==> config.mk <==
export PLATFORM = sky130hd
export DESIGN_NAME = addr4_reduce_ctrl
export DESIGN_NICKNAME = d
export VERILOG_FILES = /design/src/rtl/addr4_reduce_ctrl_pkg.sv /design/src/rtl/addr4.sv /design/src/rtl/addr4_reduce_ctrl.sv
export SDC_FILE = /design/constraint.sdc
export NUM_CORES = 1
export LEC_CHECK = 0
export ABC_AREA = 1
export BUFFER_PORTS_ARGS = -buffer_cell sky130_fd_sc_hd__buf_2
export CAP_MARGIN = 20
export CORE_MARGIN = 10
export CORE_UTILIZATION = 65
export DETAILED_ROUTE_END_ITERATION = 6
export GPL_TIMING_DRIVEN = 0
export PLACE_DENSITY = 0.84
export SETUP_SLACK_MARGIN = 0.3
export SLEW_MARGIN = 40
export SYNTH_ARGS = -nofsm -noshare
export SYNTH_HDL_FRONTEND = slang
export SYNTH_SLANG_ARGS = --single-unit
==> constraint.sdc <==
create_clock -name clk -period 7.6 [get_ports clk]
set_input_delay 0.76 -clock clk [delete_from_list [all_inputs] [get_ports clk]]
set_output_delay 0.76 -clock clk [all_outputs]
set_load 0.01 [all_outputs]
==> src/rtl/addr4_reduce_ctrl_pkg.sv <==
`default_nettype none
// ============================================================================
// Module      : addr4_reduce_ctrl_pkg
// Description : Shared state encoding, slot geometry and sizing helper for
//               the four-at-a-time vector reduction controller.
// Revision    : 1.0 - initial release
// ============================================================================
package addr4_reduce_ctrl_pkg;

    // State encoding, 2 bits wide
    localparam logic [1:0] c_ST_GATHER = 2'd0;
    localparam logic [1:0] c_ST_ADD    = 2'd1;
    localparam logic [1:0] c_ST_ACC    = 2'd2;
    localparam logic [1:0] c_ST_DONE   = 2'd3;

    typedef enum logic [1:0] {
        GATHER = c_ST_GATHER,
        ADD    = c_ST_ADD,
        ACC    = c_ST_ACC,
        DONE   = c_ST_DONE
    } state_t;

    // Slot geometry of the shared adder
    localparam int         c_NUM_SLOTS = 4;
    localparam int         c_SLOT_W    = 2;
    localparam logic [1:0] c_SLOT_LAST = 2'd3;

    // Ceiling log2, never smaller than 1 so counters always have a bit
    function automatic int clog2(input int value);
        int r;
        r = 0;
        for (int i = 0; i < 31; i++) begin
            if ((1 << i) < value) begin
                r = i + 1;
            end
        end
        return (r < 1) ? 1 : r;
    endfunction

endpackage : addr4_reduce_ctrl_pkg
`default_nettype wire

==> src/rtl/addr4.sv <==
`default_nettype none
// ============================================================================
// Module      : addr4
// Description : Registered 4-input signed adder. The output is two bits wider
//               than the inputs, so the sum never overflows.
// Revision    : 1.0 - initial release
// ============================================================================
module addr4 #(
    parameter int IN_WIDTH = 32
) (
    input  logic                clk,
    input  logic                rst,
    input  logic [IN_WIDTH-1:0] i_a,
    input  logic [IN_WIDTH-1:0] i_b,
    input  logic [IN_WIDTH-1:0] i_c,
    input  logic [IN_WIDTH-1:0] i_d,
    output logic [IN_WIDTH+1:0] o_sum
);

    localparam int c_SUM_W = IN_WIDTH + 2;

    logic [c_SUM_W-1:0] w_a_ext;
    logic [c_SUM_W-1:0] w_b_ext;
    logic [c_SUM_W-1:0] w_c_ext;
    logic [c_SUM_W-1:0] w_d_ext;
    logic [c_SUM_W-1:0] w_sum;
    logic [c_SUM_W-1:0] r_sum;

    // Sign-extend every operand to the full sum width and add them
    always_comb begin
        w_a_ext = {{2{i_a[IN_WIDTH-1]}}, i_a};
        w_b_ext = {{2{i_b[IN_WIDTH-1]}}, i_b};
        w_c_ext = {{2{i_c[IN_WIDTH-1]}}, i_c};
        w_d_ext = {{2{i_d[IN_WIDTH-1]}}, i_d};
        w_sum   = w_a_ext + w_b_ext + w_c_ext + w_d_ext;
    end

    // Output register, cleared by the active-high synchronous reset
    always_ff @(posedge clk) begin
        if (rst) begin
            r_sum <= '0;
        end else begin
            r_sum <= w_sum;
        end
    end

    assign o_sum = r_sum;

endmodule : addr4
`default_nettype wire

==> src/rtl/addr4_reduce_ctrl.sv <==
`default_nettype none
// ============================================================================
// Module      : addr4_reduce_ctrl
// Description : Reduces a vector of NUM_IN signed words into one sum by
//               gathering four words at a time, pushing them through a shared
//               registered 4-input adder and accumulating the partial sums.
//               Valid/ready on both the input and the result side.
// Revision    : 1.0 - initial release
// ============================================================================
module addr4_reduce_ctrl
    import addr4_reduce_ctrl_pkg::*;
#(
    parameter int IN_WIDTH  = 32,
    parameter int NUM_IN    = 16,
    parameter int OUT_WIDTH = 36
) (
    input  logic                 clk,
    input  logic                 rst,
    input  logic [IN_WIDTH-1:0]  d_i,
    input  logic                 in_valid,
    output logic                 in_ready,
    output logic [OUT_WIDTH-1:0] d_o,
    output logic                 out_valid,
    input  logic                 out_ready
);

    localparam int               c_VEC_W    = clog2(NUM_IN + 1);
    localparam int               c_SUM_W    = IN_WIDTH + 2;
    localparam logic [c_VEC_W-1:0] c_VEC_FULL = c_VEC_W'(NUM_IN);

    state_t                r_state;
    state_t                w_state_nxt;
    logic [IN_WIDTH-1:0]   r_slot [c_NUM_SLOTS];
    logic [c_SLOT_W-1:0]   r_slot_cnt;
    logic [c_VEC_W-1:0]    r_vec_cnt;
    logic [c_VEC_W-1:0]    w_vec_inc;
    logic [OUT_WIDTH-1:0]  r_acc;

    logic                  w_in_ready;
    logic                  w_out_valid;
    logic                  w_accept;
    logic                  w_out_hs;

    logic [IN_WIDTH-1:0]   w_add_a;
    logic [IN_WIDTH-1:0]   w_add_b;
    logic [IN_WIDTH-1:0]   w_add_c;
    logic [IN_WIDTH-1:0]   w_add_d;
    logic [c_SUM_W-1:0]    w_add_sum;
    logic [OUT_WIDTH-1:0]  w_add_ext;
    logic                  w_add_rst;

    // Handshake qualifiers; outputs are forced idle while reset is asserted
    assign in_ready  = w_in_ready & rst;
    assign out_valid = w_out_valid & rst;
    assign d_o       = out_valid ? r_acc : '0;
    assign w_accept  = in_valid & in_ready;
    assign w_out_hs  = out_valid & out_ready;
    assign w_vec_inc = r_vec_cnt + 1'b1;

    // State register
    always_ff @(posedge clk) begin
        if (!rst) begin
            r_state <= GATHER;
        end else begin
            r_state <= w_state_nxt;
        end
    end

    // Next-state and handshake output decode
    always_comb begin
        w_state_nxt = r_state;
        w_in_ready  = 1'b0;
        w_out_valid = 1'b0;
        case (r_state)
            GATHER: begin
                w_in_ready = 1'b1;
                // Launch the adder once four slots are filled or the vector ends
                if (in_valid && ((r_slot_cnt == c_SLOT_LAST) || (w_vec_inc == c_VEC_FULL))) begin
                    w_state_nxt = ADD;
                end
            end
            ADD: begin
                w_state_nxt = ACC;
            end
            ACC: begin
                w_state_nxt = (r_vec_cnt == c_VEC_FULL) ? DONE : GATHER;
            end
            DONE: begin
                w_out_valid = 1'b1;
                if (out_ready) begin
                    w_state_nxt = GATHER;
                end
            end
            default: begin
                w_state_nxt = GATHER;
            end
        endcase
    end

    // Slot capture during GATHER; slots empty out once the adder has sampled them
    always_ff @(posedge clk) begin
        if (!rst) begin
            for (int i = 0; i < c_NUM_SLOTS; i++) begin
                r_slot[i] <= '0;
            end
            r_slot_cnt <= '0;
        end else if (r_state == ADD) begin
            for (int i = 0; i < c_NUM_SLOTS; i++) begin
                r_slot[i] <= '0;
            end
            r_slot_cnt <= '0;
        end else if (w_accept) begin
            r_slot[r_slot_cnt] <= d_i;
            r_slot_cnt         <= r_slot_cnt + 1'b1;
        end
    end

    // Words accepted so far in the current vector
    always_ff @(posedge clk) begin
        if (!rst) begin
            r_vec_cnt <= '0;
        end else if (w_accept) begin
            r_vec_cnt <= w_vec_inc;
        end else if (w_out_hs) begin
            r_vec_cnt <= '0;
        end
    end

    // Adder operands come only from the slots and are zero outside ADD,
    // so unfilled slots of a short final group contribute nothing
    always_comb begin
        w_add_a = '0;
        w_add_b = '0;
        w_add_c = '0;
        w_add_d = '0;
        if (r_state == ADD) begin
            w_add_a = r_slot[0];
            w_add_b = r_slot[1];
            w_add_c = r_slot[2];
            w_add_d = r_slot[3];
        end
    end

    assign w_add_rst = ~rst;

    addr4 #(
        .IN_WIDTH (IN_WIDTH)
    ) u_addr4 (
        .clk   (clk),
        .rst   (w_add_rst),
        .i_a   (w_add_a),
        .i_b   (w_add_b),
        .i_c   (w_add_c),
        .i_d   (w_add_d),
        .o_sum (w_add_sum)
    );

    // Sign-extend (or wrap) the group sum to the accumulator width
    assign w_add_ext = OUT_WIDTH'($signed(w_add_sum));

    // Accumulate one group sum per ACC; the result clears once consumed
    always_ff @(posedge clk) begin
        if (!rst) begin
            r_acc <= '0;
        end else if (r_state == ACC) begin
            r_acc <= r_acc + w_add_ext;
        end else if (w_out_hs) begin
            r_acc <= '0;
        end
    end

endmodule : addr4_reduce_ctrl
`default_nettype wire

[Word level (Yosys, flattened, before mapping)]
Memory sizes are Yosys's and may differ from the RTL's.
Index checks and enable logic that the tools add are counted.
Storage, ports and cells
  register bits after elaboration: 79
  memory bits (writable): 128
  input bits: 36
  output and inout port bits: 38
  logic and storage cells: 67
  memories: 1
Cells by class
  $add $sub $neg: 6
  equal/unequal tests: 8
  mux-type cells: 30
  bitwise operators: 9
  reduce and logical (&&, ||, !) cells: 8
Memories
  r_slot: words 4, width 32, read ports 4, clocked after memory_dff 0, write ports 4, RTL line addr4_reduce_ctrl.sv:33  | logic [IN_WIDTH-1:0] r_slot [c_NUM_SLOTS];
Operators by type and width (count)
  32-bit two-way mux: 9
  36-bit two-way mux: 3
  34-bit adder: 2
  36-bit adder: 1
  32-bit by 32-bit adder with 33-bit output: 1
  32-bit OR reduction: 1
  1-bit two-way mux: 11
  5-bit == test (second input constant): 2
  5-bit two-way mux: 2
  2-bit two-way mux: 4
  2-bit case mux with 4 select lines: 1
  2-bit == test (second input constant): 3
  5-bit by 1-bit adder with 5-bit output (second input constant): 1
  1-bit AND: 4
  2-bit != test (second input constant): 2
  1-bit bitwise OR: 4
  2-bit nonzero test: 2
  2-bit by 1-bit adder with 2-bit output (second input constant): 1
  2-bit by 1-bit == test with 1-bit output (second input constant): 1
  2-bit zero test: 1
  2-bit AND reduction: 1
  2-bit OR reduction: 1
  1-bit logical AND: 1
  1-bit logical OR: 1
  1-bit NOT: 1

[Depth between registers and ports, before layout]
  depth in word-level cells: 10
  gate-level depth with buffers: 32
  depth with buffers taken out: 31

[Hierarchy]
From an unflattened synthesis, not the netlist that was laid out.
Second synthesis, totals
  cell total of the unflattened synthesis: 2207
  area total of the unflattened synthesis: 15443.6 µm²
Modules (own cells, without submodules)
  addr4_reduce_ctrl: instances 1, cells each 1367, area each 10020.9 µm², sequential area each 4744.6 µm²
  addr4: instances 1, cells each 840, area each 5422.7 µm², sequential area each 680.7 µm²

[Worst setup path after synthesis]
OpenSTA, ideal clock, no wires.
  path kind: register to register
  from: reg r_state[0]
  to: reg u_addr4.r_sum[31] (netlist: u_addr4.o_sum[31])
  setup time: 115 ps
  data arrival time: 4279 ps
  required time: 7485 ps
  setup slack: 3206 ps
  cell stages (with the launch flop): 30
  path buffers: 1
  clock period less this slack: 4394 ps
  cell sequence: dfxtp_1 inv_2 nor2_1 inv_1 clkbuf_1 nor2_1 ha_1 inv_1 fa_1 inv_1 nand2_1 o21ai_2 a21boi_2 o21ai_2 nand2_2 nand2_4 nand2_2 nand3b_1 nand2_1 fa_1 inv_1 ha_1 a21o_1 o21bai_1 a21oi_1 o21ai_0 nor2_1 nand3_1 nand2_1 nor2_1
Between the ends
  longest elaborated chain between the ends: 5
  elaborated cells between the ends (all ways): 8
  those cells by class: add/sub: 3; eq/ne: 1; mux: 4
RTL lines
  start, declared: RTL line addr4_reduce_ctrl.sv:31  | state_t r_state;
  start signal, assigned: RTL line addr4_reduce_ctrl.sv:65  | r_state <= w_state_nxt;
  2-bit by 1-bit == test with 1-bit output *: RTL line addr4_reduce_ctrl.sv:136  | if (r_state == ADD) begin
  32-bit two-way mux: RTL line addr4_reduce_ctrl.sv:136
  32-bit by 32-bit adder with 33-bit output: RTL line addr4.sv:35  | w_sum = w_a_ext + w_b_ext + w_c_ext + w_d_ext;
  34-bit adder: RTL line addr4.sv:35
  34-bit adder *: RTL line addr4.sv:35
  end signal, assigned: RTL line addr4.sv:43  | r_sum <= w_sum;
  end, declared: RTL line addr4.sv:27  | logic [c_SUM_W-1:0] r_sum;
Every way passes the cells marked *; elsewhere a longest branch is shown, timed or not.
A chain may end at the register's enable or synchronous reset.

[Worst setup path in the final report]
  from: reg r_state[0]
  to: reg u_addr4.r_sum[30] (netlist: u_addr4.o_sum[30])
The elaborated chain is that of the path after synthesis.

==> run summary <==
Final WL = 41200 um
MaxCap Viol Count = 0
Core area = 0.0233 sq mm
Core Util, Final = 72.2%
Fill cells = 1945
Seq/Total Area, Yosys = 35.5%
Crit path kind = register to register
Synth-to-Final Area Change = 10.1%
Die Ht = 173 um
RSZ-0062 raised after global routing = no
Area of the multi-input gates = 0.00835 sq mm
WP data required = 8.01 ns
H-Tree Depth = 1
Hold_ws = 0.482 ns
Die X = 173 um
Syn Area/Cell = 7.19 sq um
Initial Util = 65.6%
HP Class = register to register
Final worst path period share = 73.0%
Syn Nets = 2304
CTS tree = yes
Number of port buffers = 72
Largest fanout on the critical path = 10
CTS buffer count = 24
Via density = 5.49
Max-slew violation count = 0
Hold path depth = 2
Area of the mapped netlist = 0.0153 sq mm
Hold buffers post-CTS = 0
Crit. End Element = register
PD cells = 145 mW/mm^2
Routed vias = 14060
Diode count = 0
Final Total Pwr = 2440 uW
Worst slew pin tran = 0.727 ns
Overall routing resource usage = 26.8%
Drt pass-1 iters = 7
Skew-Pair Late Insertion Delay = 0.54 ns
DRC = 2
Share of the synthesized area in the top cell type = 25.1%
Routed WL per cell = 16.1 um
Vias in the first global route = 13732
Resized cells post-CTS = 0
Pin count of the biggest net entering global routing = 33
EDFF count, synth = 128
Leak = 0.00803 uW
CTS clock-pin slew for the worst setup and hold paths = 0.06 ns
Yosys warns = 0
Fmax = 180 MHz
First-pass GRT wire length = 66900 um
Die ar. = 0.0301 sq mm
Placed instance count = 2519
R2r setup slk = 2.05 ns
Yosys top cell by area = edfxtp_1
Final Hold Vio Count = 0
DP Wirelength = 32200 um
Synth cell types = 45
Count leader, synth = nand2_1
Worst vdd ir = 0.203 mV
Initial drt markers = 1420
Layout cell share with drive strength beyond 1 = 8.88%
Top cells by count, synth = nand2_1 (467), nor2_1 (376), inv_1 (349)
Failing checks = design-rule violations
FF+latch count, synth = 207
Synth Instances = 2127
Root buf cell = clkbuf_16
Clock tree buffer depth = 3
Setup_tns = 0 ns
Initial antenna violation count = 0
Slew headroom = 51.5%
RePlAce Congestion = 0.975
Post-CTS Setup Bufs = 0
Total gr overflow = 0
Asr flop ratio synth = 0%
I/O pin count = 74
Worst Setup Start Kind = register
R2R depth = 25
Critical path arrival = 5.96 ns
Final setup violation count = 0
Tmin final = 5.55 ns
Synth Flop Type = edfxtp_1
FF/Latch Area = 0.00543 sq mm
Non-filler instance count after layout = 2560
Worst Skew = 0.0264 ns
Antenna Nets Post-Route = 0
TritonCTS Sinks = 207
Cell row count = 56
Dominant cells by area after synthesis = edfxtp_1 (25%), nand2_1 (11%), dfxtp_1 (10%)
Status = finished, violations left
Nets = 2403
[per-stage QoR]
step | setup slack (ns) | area [sq um]
5_1_grt | 1.71 | 16800
4_1_cts | 2.22 | 16800
6_report | 2.05 | 16800
2_1_floorplan | 3.21 | 15300
3_5_place_dp | 2.33 | 16100
3_3_place_gp | 2.37 | 16100
[final cells by class]
cell class	count	share of cell area [%]
multi-input combinational	1521	49.6
sequential	207	32.2
inverter	356	7.93
clock buffer	29	3.80
tap	319	2.37
timing repair buffer	73	2.30
buffer	43	1.29
clock inverter	12	0.535
[power by group]
part,leakage [uW],switching (uW),internal [uW],total [uW]
Combinational,0.00571,79.9,27.3,107
Sequential,0.00197,13.2,1240,1250
Clock,0.000354,457,626,1080
Total,0.00803,550,1890,2440
[layout by cell type, fill, tap and decap left out, types with 7 or more instances in the layout]
master | Yosys | routed
nand2_1 | 467 | 463
nor2_1 | 376 | 375
inv_1 | 349 | 349
a21oi_1 | 196 | 196
edfxtp_1 | 128 | 128
ha_1 | 105 | 105
buf_2 | 24 | 96
o21ai_0 | 88 | 88
dfxtp_1 | 79 | 79
nand3_1 | 68 | 68
fa_1 | 36 | 36
clkbuf_16 | 0 | 24
nor3_1 | 21 | 21
nand2_2 | 18 | 19
xnor2_1 | 17 | 17
nand4_1 | 14 | 14
clkbuf_1 | 10 | 13
nand3b_1 | 12 | 12
o21ai_1 | 11 | 11
xor2_1 | 11 | 11
o21ai_2 | 10 | 10
a21o_1 | 9 | 9
o21a_1 | 9 | 9
o21bai_1 | 9 | 9
inv_2 | 7 | 7
clkinv_1 | 0 | 7
[metal layers]
layer  global-route usage (%)  share of wire (%)
met5                        0                  0
met4                     11.0                4.4
met3                     3.25                5.9
met2                     47.6                 49
met1                     32.2                 41
[logic make-up after synthesis]
family	synth area share (%)
AO/OA/AOI/OAI	12.5
XOR/XNOR	1.60
adder cells (fa/ha/maj)	13.3
buffers and inverters	10.2
flip-flops	35.5
AND/OR/NAND/NOR	27.0
[worst max-delay path, stage by stage, from the launching register on]
cell,delay [ns]
dfxtp_1,0.49
inv_2,0.09
nor2_1,0.30
inv_1,0.11
buf_2,0.26
buf_1,0.25
nor2_1,0.17
ha_1,0.32
a21oi_1,0.28
o21ai_0,0.25
a21oi_1,0.33
nor3_1,0.11
nor3_1,0.24
nand2_1,0.09
nand2_1,0.07
nand2_1,0.07
fa_1,0.56
inv_1,0.05
ha_1,0.40
nand2_1,0.12
nor2_1,0.22
nand2_1,0.08
o21ai_0,0.27
nor2_1,0.10
a21oi_1,0.16
nor2_1,0.06
[state kept, by name, indices dropped and copies added, names as in the netlist]
name / flops
r_state: 2
r_slot_cnt: 2
r_vec_cnt: 5
u_addr4.o_sum: 34
r_slot: 128
r_acc: 36
[worst paths after layout]
path	from	endpoint
max reg2reg	r_state[0]	u_addr4.o_sum[30]
min	r_acc[32]	r_acc[32]
min reg2reg	r_acc[32]	r_acc[32]
max	r_state[0]	u_addr4.o_sum[30]
(Power assumes the default switching activity.)
